===== config.mk =====
export PLATFORM = sky130hd
export DESIGN_NAME = imem_loader
export DESIGN_NICKNAME = d
export VERILOG_FILES = /design/src/rtl/mips_loader_pkg.sv /design/src/rtl/loader_timeout.sv /design/src/rtl/imem_loader.sv
export SDC_FILE = /design/constraint.sdc
export NUM_CORES = 1
export LEC_CHECK = 0
export ABC_CLOCK_PERIOD_IN_PS = 2450
export CAP_MARGIN = 40
export CORE_MARGIN = 2
export CORE_UTILIZATION = 40
export DETAILED_ROUTE_END_ITERATION = 7
export HOLD_SLACK_MARGIN = 0.1
export SYNTH_ARGS = -nofsm -noshare
export SYNTH_HDL_FRONTEND = slang
export SYNTH_SLANG_ARGS = --single-unit

===== constraint.sdc =====
create_clock -name clk -period 2.45 [get_ports clk]
set_input_delay 0.49 -clock clk [delete_from_list [all_inputs] [get_ports clk]]
set_output_delay 0.49 -clock clk [all_outputs]
set_load 0.01 [all_outputs]

===== src/rtl/mips_loader_pkg.sv =====
// ---------------------------------------------------------------------------
// mips_loader_pkg: shared loader FSM states, stream constants, timer sizing.
// Rev 1.0 - initial release
// ---------------------------------------------------------------------------
`default_nettype none
`timescale 1ns/1ps

package mips_loader_pkg;

  typedef enum logic [2:0] {
    S_HDR0  = 3'd0,
    S_HDR1  = 3'd1,
    S_DATA  = 3'd2,
    S_CHK   = 3'd3,
    S_DONE  = 3'd4,
    S_ERROR = 3'd5
  } state_t;

  localparam int HDR_BYTES      = 2;
  localparam int BYTES_PER_WORD = 4;

  // Counter must hold the full reload value TIMEOUT_CYC.
  function automatic int tmo_width(input int cyc);
    return (cyc < 1) ? 1 : $clog2(cyc + 1);
  endfunction

endpackage

`default_nettype wire


===== src/rtl/loader_timeout.sv =====
// ---------------------------------------------------------------------------
// loader_timeout: idle-cycle down-counter, reloaded on kick or while disabled.
// Rev 1.0 - initial release
// ---------------------------------------------------------------------------
`default_nettype none
`timescale 1ns/1ps

module loader_timeout #(
  parameter int CYC = 1000,
  parameter int W   = 10
) (
  input  logic clk,
  input  logic reset,
  input  logic kick,
  input  logic enable,
  output logic expired
);

  logic [W-1:0] cnt;

  always_ff @(posedge clk) begin
    if (!reset) begin
      cnt <= W'(CYC);
    end else if (kick || !enable) begin
      cnt <= W'(CYC);
    end else if (cnt != '0) begin
      cnt <= cnt - 1'b1;
    end
  end

  // High on the edge that would complete CYC idle cycles.
  assign expired = enable && (cnt == W'(1));

endmodule

`default_nettype wire


===== src/rtl/imem_loader.sv =====
// ---------------------------------------------------------------------------
// imem_loader: byte-stream boot loader into instruction memory; holds the CPU
// in reset until a full image lands. Option macro: IMEM_LOADER_CHECKSUM_EN.
// Rev 1.0 - initial release
// ---------------------------------------------------------------------------
`default_nettype none
`timescale 1ns/1ps

module imem_loader
  import mips_loader_pkg::*;
#(
  parameter int ADDR_W      = 8,
  parameter int TIMEOUT_CYC = 1000
) (
  input  logic              clk,
  input  logic              reset,
  input  logic              rx_valid,
  input  logic [7:0]        rx_data,
  output logic              rx_ready,
  output logic              imem_we,
  output logic [ADDR_W-1:0] imem_addr,
  output logic [31:0]       imem_wdata,
  output logic              cpu_reset,
  output logic              done,
  output logic              error
);

  localparam int TW = tmo_width(TIMEOUT_CYC);

`ifdef IMEM_LOADER_CHECKSUM_EN
  localparam state_t S_AFTER = S_CHK;
`else
  localparam state_t S_AFTER = S_DONE;
`endif

  state_t            state, state_next;
  logic [7:0]        n_lo;
  logic [15:0]       n_words;
  logic [ADDR_W:0]   word_idx;
  logic [1:0]        byte_cnt;
  logic [23:0]       shift;
  logic              accept;
  logic              loading;
  logic              tmo_enable;
  logic              tmo_expired;
  logic              last_byte;
  logic              last_word;
  logic [16:0]       hdr_n;
  logic              ready_d, cpu_reset_d, done_d, error_d;
`ifdef IMEM_LOADER_CHECKSUM_EN
  logic [7:0]        csum;
`endif

  // rx_ready lags the state by a cycle, so bytes offered after leaving the
  // loading states are dropped here rather than by the handshake.
  assign loading    = (state == S_HDR0) || (state == S_HDR1) ||
                      (state == S_DATA) || (state == S_CHK);
  assign accept     = rx_valid && rx_ready && loading;
  assign tmo_enable = (state == S_HDR1) || (state == S_DATA) || (state == S_CHK);
  assign last_byte  = (byte_cnt == 2'(BYTES_PER_WORD - 1));
  assign last_word  = (({1'b0, n_words} - 17'd1) == 17'(word_idx));
  assign hdr_n      = {1'b0, rx_data, n_lo};

  loader_timeout #(
    .CYC (TIMEOUT_CYC),
    .W   (TW)
  ) u_timeout (
    .clk     (clk),
    .reset   (reset),
    .kick    (accept),
    .enable  (tmo_enable),
    .expired (tmo_expired)
  );

  always_ff @(posedge clk) begin
    if (!reset) state <= S_HDR0;
    else        state <= state_next;
  end

  always_comb begin
    state_next = state;
    case (state)
      S_HDR0: if (accept) state_next = S_HDR1;
      S_HDR1: begin
        if (accept) begin
          if (hdr_n == 17'd0)                    state_next = S_AFTER;
          else if (hdr_n > (17'd1 << ADDR_W))    state_next = S_ERROR;
          else                                   state_next = S_DATA;
        end else if (tmo_expired) begin
          state_next = S_ERROR;
        end
      end
      S_DATA: begin
        if (accept) begin
          if (last_byte && last_word) state_next = S_AFTER;
        end else if (tmo_expired) begin
          state_next = S_ERROR;
        end
      end
`ifdef IMEM_LOADER_CHECKSUM_EN
      S_CHK: begin
        if (accept)           state_next = (rx_data == csum) ? S_DONE : S_ERROR;
        else if (tmo_expired) state_next = S_ERROR;
      end
`endif
      S_DONE:  state_next = S_DONE;
      S_ERROR: state_next = S_ERROR;
      default: state_next = S_ERROR;
    endcase
  end

  always_comb begin
    ready_d     = loading;
    cpu_reset_d = (state != S_DONE);
    done_d      = (state == S_DONE);
    error_d     = (state == S_ERROR);
  end

  always_ff @(posedge clk) begin
    if (!reset) begin
      rx_ready  <= 1'b0;
      cpu_reset <= 1'b1;
      done      <= 1'b0;
      error     <= 1'b0;
    end else begin
      rx_ready  <= ready_d;
      cpu_reset <= cpu_reset_d;
      done      <= done_d;
      error     <= error_d;
    end
  end

  always_ff @(posedge clk) begin
    if (!reset) begin
      n_lo       <= '0;
      n_words    <= '0;
      word_idx   <= '0;
      byte_cnt   <= '0;
      shift      <= '0;
      imem_we    <= 1'b0;
      imem_addr  <= '0;
      imem_wdata <= '0;
    end else begin
      imem_we <= 1'b0;
      if (accept) begin
        case (state)
          S_HDR0: n_lo <= rx_data;
          S_HDR1: begin
            n_words  <= {rx_data, n_lo};
            word_idx <= '0;
            byte_cnt <= '0;
          end
          S_DATA: begin
            if (last_byte) begin
              imem_we    <= 1'b1;
              imem_addr  <= word_idx[ADDR_W-1:0];
              imem_wdata <= {rx_data, shift};
              word_idx   <= word_idx + 1'b1;
              byte_cnt   <= '0;
            end else begin
              shift    <= {rx_data, shift[23:8]};
              byte_cnt <= byte_cnt + 1'b1;
            end
          end
          default: ;
        endcase
      end
    end
  end

`ifdef IMEM_LOADER_CHECKSUM_EN
  always_ff @(posedge clk) begin
    if (!reset)                          csum <= '0;
    else if (accept && state == S_DATA)  csum <= csum ^ rx_data;
  end
`endif

endmodule

`default_nettype wire

# Yosys cells after proc, flatten, opt, wreduce, memory -nomap -nowiden

Index checks and enable logic that the tools add are counted.

Flip-flop bits (word level): 117
Bits of input ports: 11
Output and inout port bits: 45
Word-level logic and storage cells: 70

Add/sub/neg operators: 4
Order comparisons: 1
Eq/ne operators: 12
Muxes and demuxes: 13
Bitwise gates (word level): 2
Reduce and logical (&&, ||, !) cells: 24

Operators with widths:

| cell                    | number |
|---|---|
| $mux W3                 | 7 |
| $pmux W9 S2             | 1 |
| $eq A17 B9 Y1           | 1 |
| $logic_not A17 Y1       | 1 |
| $sub A16 B1 Y17 const B | 1 |
| $gt A16 B9 Y1 const B   | 1 |
| $pmux W3 S4             | 1 |
| $reduce_and A3 Y1       | 4 |
| $eq A10 B1 Y1 const B   | 1 |
| $reduce_bool A10 Y1     | 1 |
| $sub A10 B1 Y10 const B | 1 |
| $add A9 B1 Y9 const B   | 1 |
| $mux W9                 | 1 |
| $reduce_and A2 Y1       | 4 |
| $eq A3 B2 Y1 const B    | 2 |
| $eq A3 B3 Y1 const B    | 2 |
| $logic_or A1 B1 Y1      | 6 |
| $ne A3 B3 Y1 const B    | 2 |
| $logic_and A1 B1 Y1     | 4 |
| $pmux W2 S2             | 1 |
| $eq A3 B1 Y1 const B    | 1 |
| $logic_not A3 Y1        | 1 |
| $add A2 B1 Y2 const B   | 1 |
| $eq A2 B2 Y1 const B    | 1 |
| 8 further kinds         | 9 |

# Longest topological paths before layout

Gate-level depths: netlist (run 1).

Depth in word-level cells: 7
Mapped depth: 9
Mapped depth without buffers: 8

# Hierarchy

From an unflattened synthesis (run 1), not the netlist that was laid out.

Cells, all modules: 624
Area, all modules: 5,163.7 um^2

By module, submodules not included:

| module         | times used | cells each | area an instance (um^2) | sequential area each (um^2) |
|---|---|---|---|---|
| imem_loader    | 1          | 561        | 4,608.2                 | 2,142.1 |
| loader_timeout | 1          | 63         | 555.5                   | 200.2 |

# Least setup slack after synthesis (run 1)

Ideal clock, no wire load.

Path kind: register to register
Start: register n_words[0]
End: register state[1]
Setup time: 130 ps
Arrival time: 2,153 ps
Data required time: 2,320 ps
Path slack: 166 ps
Stages on the path, launching flop included: 8
Path buffers: 0
Period minus slack after synthesis: 2,284 ps
Cells stage by stage: dfxtp_1 > inv_1 > ha_1 > or4b_4 > or4_1 > a221o_1 > o21ai_2 > a31oi_1

Longest elaborated chain between the ends: 5

RTL lines:

| item                        | RTL line           | text |
|---|---|---|
| start: declaration          | imem_loader.sv:38  | `logic [15:0] n_words;` |
| start signal: assignment    | imem_loader.sv:149 | `n_words <= {rx_data, n_lo};` |
| $sub A16 B1 Y17             | imem_loader.sv:61  | `assign last_word = (({1'b0, n_words} - 17'd1) == 17'(word_idx));` |
| $eq A17 B9 Y1               | imem_loader.sv:61  |  |
| $logic_and A1 B1 Y1         | imem_loader.sv:95  | `if (last_byte && last_word) state_next = S_AFTER;` |
| $ne A3 B3 Y1 (no line)      | n/a                |  |
| $reduce_and A2 Y1 (no line) | n/a                |  |
| end signal: assignment      | imem_loader.sv:77  | `else state <= state_next;` |
| end: declaration            | imem_loader.sv:36  | `state_t state, state_next;` |

Every way passes these cells.
A chain may end at the register's enable or synchronous reset.

# Worst setup path in the final report (run 1)

Start: register n_words[0]
End: register state[2]

Same word-level chain as after synthesis.

==> flow_summary_export.csv, run 1 <==
group,metric,value,unit
clock_network,ctsResizeCount,0,
sta,max-slew-margin-rel,60.0,%
placed_design,place_congestion,0.901,
floorplan,row_count,41,
worst_setup_path,setup.worst_path.end_class,"flip-flop",
layout,drive_gt1_share,10.0,%
worst_setup_path,path_class,"reg2reg",
worst_setup_path,cpLargestDelayFamily,"simple AND/OR/NAND/NOR gates",
layout,fin_util,51.7,%
clock_network,post_cts_buffers,0,
grt,grt_usage,18.9,%
outcome,status,"complete, no violations",
pwr,p_comb_share,4.2,%
sta,fmax,0.430,GHz
logic_synthesis,synth_top_flop_cell,"dfxtp_1",
floorplan,start_util,40.5,%
sta,final-hold-violation-count,0,
clock_network,numCtsBuffers,17,
clock_network,cts.clk_slew.worst_paths,0.05,ns
sta,holdWs,0.392,ns
route,drt_iter0_drc,296,
grt,antenna_found_initial,0,
worst_setup_path,cp.arrival,2.68,ns
route,avgViaCountPerCell,5.04,
pwr,seq_power_share,43.6,%
route,finalWirelength,12300,µm
sta,timing.final.crit_share,95.0,%
sta,slew_viol_final,0,
sta,skew,0.0102,ns
logic_synthesis,synthCells,620,
logic_synthesis,ys_async_sr_fraction,0,%
floorplan,fp.dieH,117,µm
clock_network,clock_path_buffers,2,
pwr,p_switching,949,µW
layout,nNetsFinal,701,
layout,syn_to_final_growth,27.5,%
floorplan,die-area,13600,µm²
pwr,ir_worst_vdd,0.000478,V
placed_design,port-buffer-count,55,
sta,rsz0062_at_grt,"no",
worst_setup_path,crit_path_start_kind,"flip-flop",
worst_setup_path,worst-path-buf-inv,1,
logic_synthesis,syn-num-nets,636,
min_path,hold_class,"in2reg",
worst_setup_path,crit_slowest_cell,"or4_1",
floorplan,core,12500,µm²
pwr,p_clk_share,52.1,%
logic_synthesis,syn_avg_cell_area,8.18,µm²
job,cap_viol_max_count,0,
logic_synthesis,ys_types,46,
clock_network,root_buffer,"clkbuf_16",
logic_synthesis,synth_edf_count,0,
route,wl_per_cell,14.1,µm
worst_setup_path,path_cells,"inv_1 -> ha_1 -> or4b_4 -> or4_1 -> a221o_1 -> o21ai_2 -> and3_1",
sta,tightestPinTransition,0.600,ns
route,drc,0,
logic_synthesis,yosysWarnings,0,
clock_network,clkLatencyLatePin,0.41,ns
worst_setup_path,cp_slowest_stage_delay,0.51,ns
floorplan,die_x,117,µm
clock_network,htreeDepth,4,
pwr,internal-power,3500,µW
logic_synthesis,ys_ff_latch,117,
grt,grt_pass1_vias,3955,
worst_setup_path,crit_start,"n_words[0]",
route,num_vias,4385,
worst_setup_path,cp.required,2.80,ns
worst_setup_path,path_max_fanout,7,
clock_network,clock-sinks,117,
grt,grt_pass1_wl,19800,µm
min_path,hold_path_startpoint,"reset",
clock_network,cts_tree,"yes",
worst_setup_path,r2r-start,"n_words[0]",
pwr,powerDensity,687,nW/µm²
logic_synthesis,synth_area,5070,µm²
clock_network,postCtsHoldBufs,0,
pwr,p_sw_share,21.3,%
logic_synthesis,ys_seq_area_share,46.2,%
grt,grt_max_degree,77,
sta,setup_violations,0,
sta,fin_tns_setup,0,ns
placed_design,dp_hpwl,8640,µm
route,drtAntennaViolNets,0,
pwr,cellLeakagePower,0.00224,µW
route,firstDrtPassIters,4,
layout,antenna_cells,0,
sta,min_period,2.33,ns
grt,overflow,0,
floorplan,ios,56,
[sequential cells by signal (all words and copies together), names as in the netlist]
register / cells
state: 3
error: 1
byte_cnt: 2
rx_ready: 1
cpu_reset: 1
imem_we: 1
u_timeout.cnt: 10
imem_addr: 8
n_words: 16
done: 1
shift: 24
word_idx: 9
n_lo: 8
imem_wdata: 32
[routing by layer]
metal | part of all wire [%] | track usage, %
met4 | 1.3 | 6.98
met5 | 0 | 0
met2 | 45 | 29.0
met3 | 4.2 | 4.77
met1 | 50 | 25.9
[synthesized netlist by cell type, types with 6 or more instances]
library cell,number,area (µm²)
a21boi_0,88,661
xnor2_1,12,105
inv_1,8,30.0
nor4_1,10,62.6
clkbuf_1,35,131
nor2_1,29,109
o21ai_0,9,45.0
nor3_1,10,50.1
a21oi_1,11,55.1
nand2_1,190,713
or4_1,6,45.0
dfxtp_1,117,2340
nand2b_1,8,50.1
nand3_1,13,65.1
xor2_1,10,87.6
[layout by cell type (no fill, tap or decap), drive strengths merged, types with 2 or more instances in the layout]
| cell type | count |
|---|---|
| a211o | 2 |
| a211oi | 2 |
| a21boi | 88 |
| a21oi | 11 |
| a31oi | 4 |
| a32oi | 2 |
| and2 | 4 |
| and3 | 3 |
| buf | 30 |
| clkbuf | 23 |
| clkdlybuf4s50 | 54 |
| clkinv | 7 |
| dfxtp | 117 |
| ha | 5 |
| inv | 8 |
| nand2 | 190 |
| nand2b | 8 |
| nand3 | 13 |
| nand3b | 2 |
| nand4 | 5 |
| nor2 | 29 |
| nor2b | 4 |
| nor3 | 11 |
| nor3b | 5 |
| nor4 | 10 |
| o2111ai | 2 |
| o21ai | 10 |
| o311ai | 2 |
| or3 | 5 |
| or3b | 2 |
| or4 | 6 |
| xnor2 | 12 |
| xor2 | 10 |
[final timing paths]
path	cells after the start	end	slack [ns]
worst max-delay path	7	state[2]	0.12
worst min-delay path	2	rx_ready	0.39
worst max register to register	7	state[2]	0.12
worst min register to register	2	imem_wdata[4]	0.46
[power groups by stage]
| stage | clock network [µW] | logic, µW | registers, µW |
|---|---|---|---|
| final | 2320 | 188 | 1940 |
| after global routing | 2450 | 207 | 1940 |
| after CTS | 2370 | 189 | 1940 |
| after detailed placement | 0 | 188 | 1980 |
| after global placement | 0 | 187 | 1980 |
| after floorplan | 0 | 114 | 1970 |
[final cells by class]
type	instances	area, µm²
flip-flops and latches	117	2340
clock inverters	9	76.3
clock buffers	23	488
multi-input cells	457	2550
repair buffers	84	763
fillers	1249	6050
inverters	8	30.0
well taps	172	215
[stage by stage]
step | setup slack (ns) | cell area, µm² | instances | total power (µW)
floorplan | 0.166 | 5070 | 620 | 2090
global placement | 0.192 | 5900 | 838 | 2160
detailed placement | 0.148 | 5900 | 838 | 2170
CTS | 0.137 | 6470 | 870 | 4500
global route | 0.00860 | 6470 | 870 | 4600
finish | 0.123 | 6470 | 870 | 4440
[cells by family (layout without fill, tap and decap cells)]
family | after synthesis | in the layout | share of synthesized area [%]
muxes | 1 | 1 | 0.197
DFF | 117 | 117 | 46.2
buffers and inverters | 46 | 124 | 3.72
and+or+nand+nor | 300 | 300 | 26.5
xor gates and xnor gates | 22 | 22 | 3.80
adders and majority gates | 5 | 5 | 1.23
AOI/OAI and AO/OA | 129 | 129 | 18.4
[worst register-to-register path: cells and delay by family, from the launching register on]
family | cells | cell delay, ns
and+or+nand+nor | 3 | 1.18
AOI/OAI and AO/OA | 2 | 0.47
DFF | 1 | 0.36
adders and majority gates | 1 | 0.16
buffers and inverters | 1 | 0.10
Note: power is estimated with default switching activity, not from simulation.
==> run 2: changes to the inputs <==
--- a/config.mk
+++ b/config.mk
@@ -5,10 +5,10 @@
 export SDC_FILE = /design/constraint.sdc
 export NUM_CORES = 1
 export LEC_CHECK = 0
-export ABC_CLOCK_PERIOD_IN_PS = 2450
+export ABC_CLOCK_PERIOD_IN_PS = 3000
 export CAP_MARGIN = 40
 export CORE_MARGIN = 2
-export CORE_UTILIZATION = 40
+export CORE_UTILIZATION = 35
 export DETAILED_ROUTE_END_ITERATION = 7
 export HOLD_SLACK_MARGIN = 0.1
 export SYNTH_ARGS = -nofsm -noshare
==> constraint.sdc (replaced) <==
create_clock -name clk -period 3 [get_ports clk]
set_input_delay 0.6 -clock clk [delete_from_list [all_inputs] [get_ports clk]]
set_output_delay 0.6 -clock clk [all_outputs]
set_load 0.01 [all_outputs]
==> flow_summary_export.csv, run 2 (synthesized netlist as in run 1, its figures left out) <==
group,metric,value,unit
sta,slew_viol_final,0,
route,firstDrtPassIters,4,
pwr,p_sw_share,23.2,%
grt,use_met2,25.5,%
sta,setup_violations,0,
grt,grt_max_degree,89,
clock_network,post_cts_buffers,0,
worst_setup_path,cp.required,3.29,ns
pwr,internal-power,2870,µW
pwr,p_switching,868,µW
job,cap_viol_max_count,0,
layout,syn_to_final_growth,25.6,%
floorplan,core,14400,µm²
clock_network,numCtsBuffers,17,
pwr,cellLeakagePower,0.00215,µW
floorplan,fp.dieH,124,µm
sta,fmax,0.405,GHz
sta,skew,0.00704,ns
route,wl_per_cell,14.2,µm
worst_setup_path,crit_path_start_kind,"flip-flop",
pwr,ir_worst_vdd,0.000390,V
grt,grt_pass1_wl,20600,µm
placed_design,dp_hpwl,8310,µm
layout,nNetsFinal,682,
sta,tightestPinTransition,0.743,ns
pwr,p_clk_share,53.8,%
layout,layout_commonest_cell,"nand2_1",
floorplan,die_x,124,µm
layout,top_register,"imem_wdata",
outcome,status,"complete, no violations",
pwr,seq_power_share,42.4,%
layout,antenna_cells,0,
clock_network,clock_path_buffers,2,
grt,grt_util_met3,3.91,%
grt,met1_usage,21.2,%
clock_network,clkLatencyLatePin,0.42,ns
worst_setup_path,path_max_fanout,7,
pwr,powerDensity,586,nW/µm²
clock_network,ctsResizeCount,0,
floorplan,row_count,44,
clock_network,cts.clk_slew.worst_paths,0.06,ns
sta,fin_tns_setup,0,ns
grt,overflow,0,
sta,max-slew-margin-rel,50.5,%
worst_setup_path,path_class,"reg2reg",
layout,layout_common_cells,"190 x nand2_1, 117 x dfxtp_1, 88 x a21boi_0, 54 x clkdlybuf4s50_1, 29 x nor2_1",
grt,grt_pass1_vias,4278,
grt,grt_usage,16.3,%
placed_design,place_congestion,0.889,
sta,timing.final.crit_share,82.2,%
route,num_vias,4329,
pwr,p_comb_share,3.8,%
clock_network,root_buffer,"clkbuf_16",
pwr,p_total,3740,µW
grt,antenna_found_initial,0,
route,drtAntennaViolNets,0,
clock_network,clock-sinks,117,
layout,reg.largest.list,"imem_wdata (32), shift (24), n_words (16)",
sta,min_period,2.47,ns
floorplan,die-area,15500,µm²
route,drt_iter0_drc,244,
sta,rsz0062_at_grt,"no",
grt,grt.busiest_layer,"met2",
floorplan,ios,56,
route,avgViaCountPerCell,5.02,
placed_design,port-buffer-count,55,
route,drc,0,
layout,largest_reg_flops,32,
route,finalWirelength,12300,µm
clock_network,cts_tree,"yes",
clock_network,postCtsHoldBufs,0,
worst_setup_path,setup.worst_path.end_class,"flip-flop",
layout,drive_gt1_share,7.81,%
clock_network,htreeDepth,4,
worst_setup_path,cp.arrival,2.76,ns
min_path,hold_class,"reg2reg",
sta,final-hold-violation-count,0,
floorplan,start_util,35.3,%
## run 2: path summary, 6_finish.rpt
kind | from | endpoint | slack [ns] | depth (start not counted)
hold reg to reg | shift[2] | imem_wdata[2] | 0.46 | 2
hold / removal | shift[2] | imem_wdata[2] | 0.46 | 2
setup reg to reg | n_words[0] | state[1] | 0.53 | 7
setup / recovery | n_words[0] | state[1] | 0.53 | 7
## run 2: area by class of cell
| cell class | instances | area, µm² |
|---|---|---|
| Fill cell | 1408 | 8000 |
| Clock inverter | 15 | 169 |
| Multi-Input combinational cell | 457 | 2550 |
| Clock buffer | 17 | 425 |
| Sequential cell | 117 | 2340 |
| Timing Repair Buffer | 65 | 621 |
| Tap cell | 184 | 230 |
| Inverter | 8 | 30.0 |
## run 2: power groups by stage
stage               Combinational [µW]  Sequential, µW  Clock, µW
global placement                   138            1620          0
floorplan                         93.2            1610          0
finish                             142            1580       2010
global route                       158            1580       2120
detailed placement                 142            1620          0
CTS                                142            1580       2050
## run 2: through the flow
| step | hold WS (ns) | instance area (µm²) | cells | worst slack, ns | util (%) |
|---|---|---|---|---|---|
| 2_1_floorplan | 0.441 | 5070 | 620 | 0.716 | - |
| 3_3_place_gp | 0.454 | 5770 | 830 | 0.510 | 40.2 |
| 3_5_place_dp | 0.459 | 5780 | 831 | 0.422 | 40.2 |
| 4_1_cts | 0.467 | 6370 | 863 | 0.524 | 44.3 |
| 5_1_grt | 0.496 | 6370 | 863 | 0.406 | 44.3 |
| 6_report | 0.463 | 6370 | 863 | 0.533 | 44.3 |
## run 2: worst max-delay path: stages (launching register included)
cell	delay [ns]
dfxtp_1	0.37
inv_1	0.10
ha_1	0.26
or4b_4	0.52
or4_1	0.51
a221o_1	0.34
o21ai_2	0.14
a31oi_1	0.10
## run 2: per-layer routing
layer	part of all wire, %	wire length (µm)
met1	49	5990
met2	46	5700
met3	3.2	397
met4	1.6	195
met5	0	0
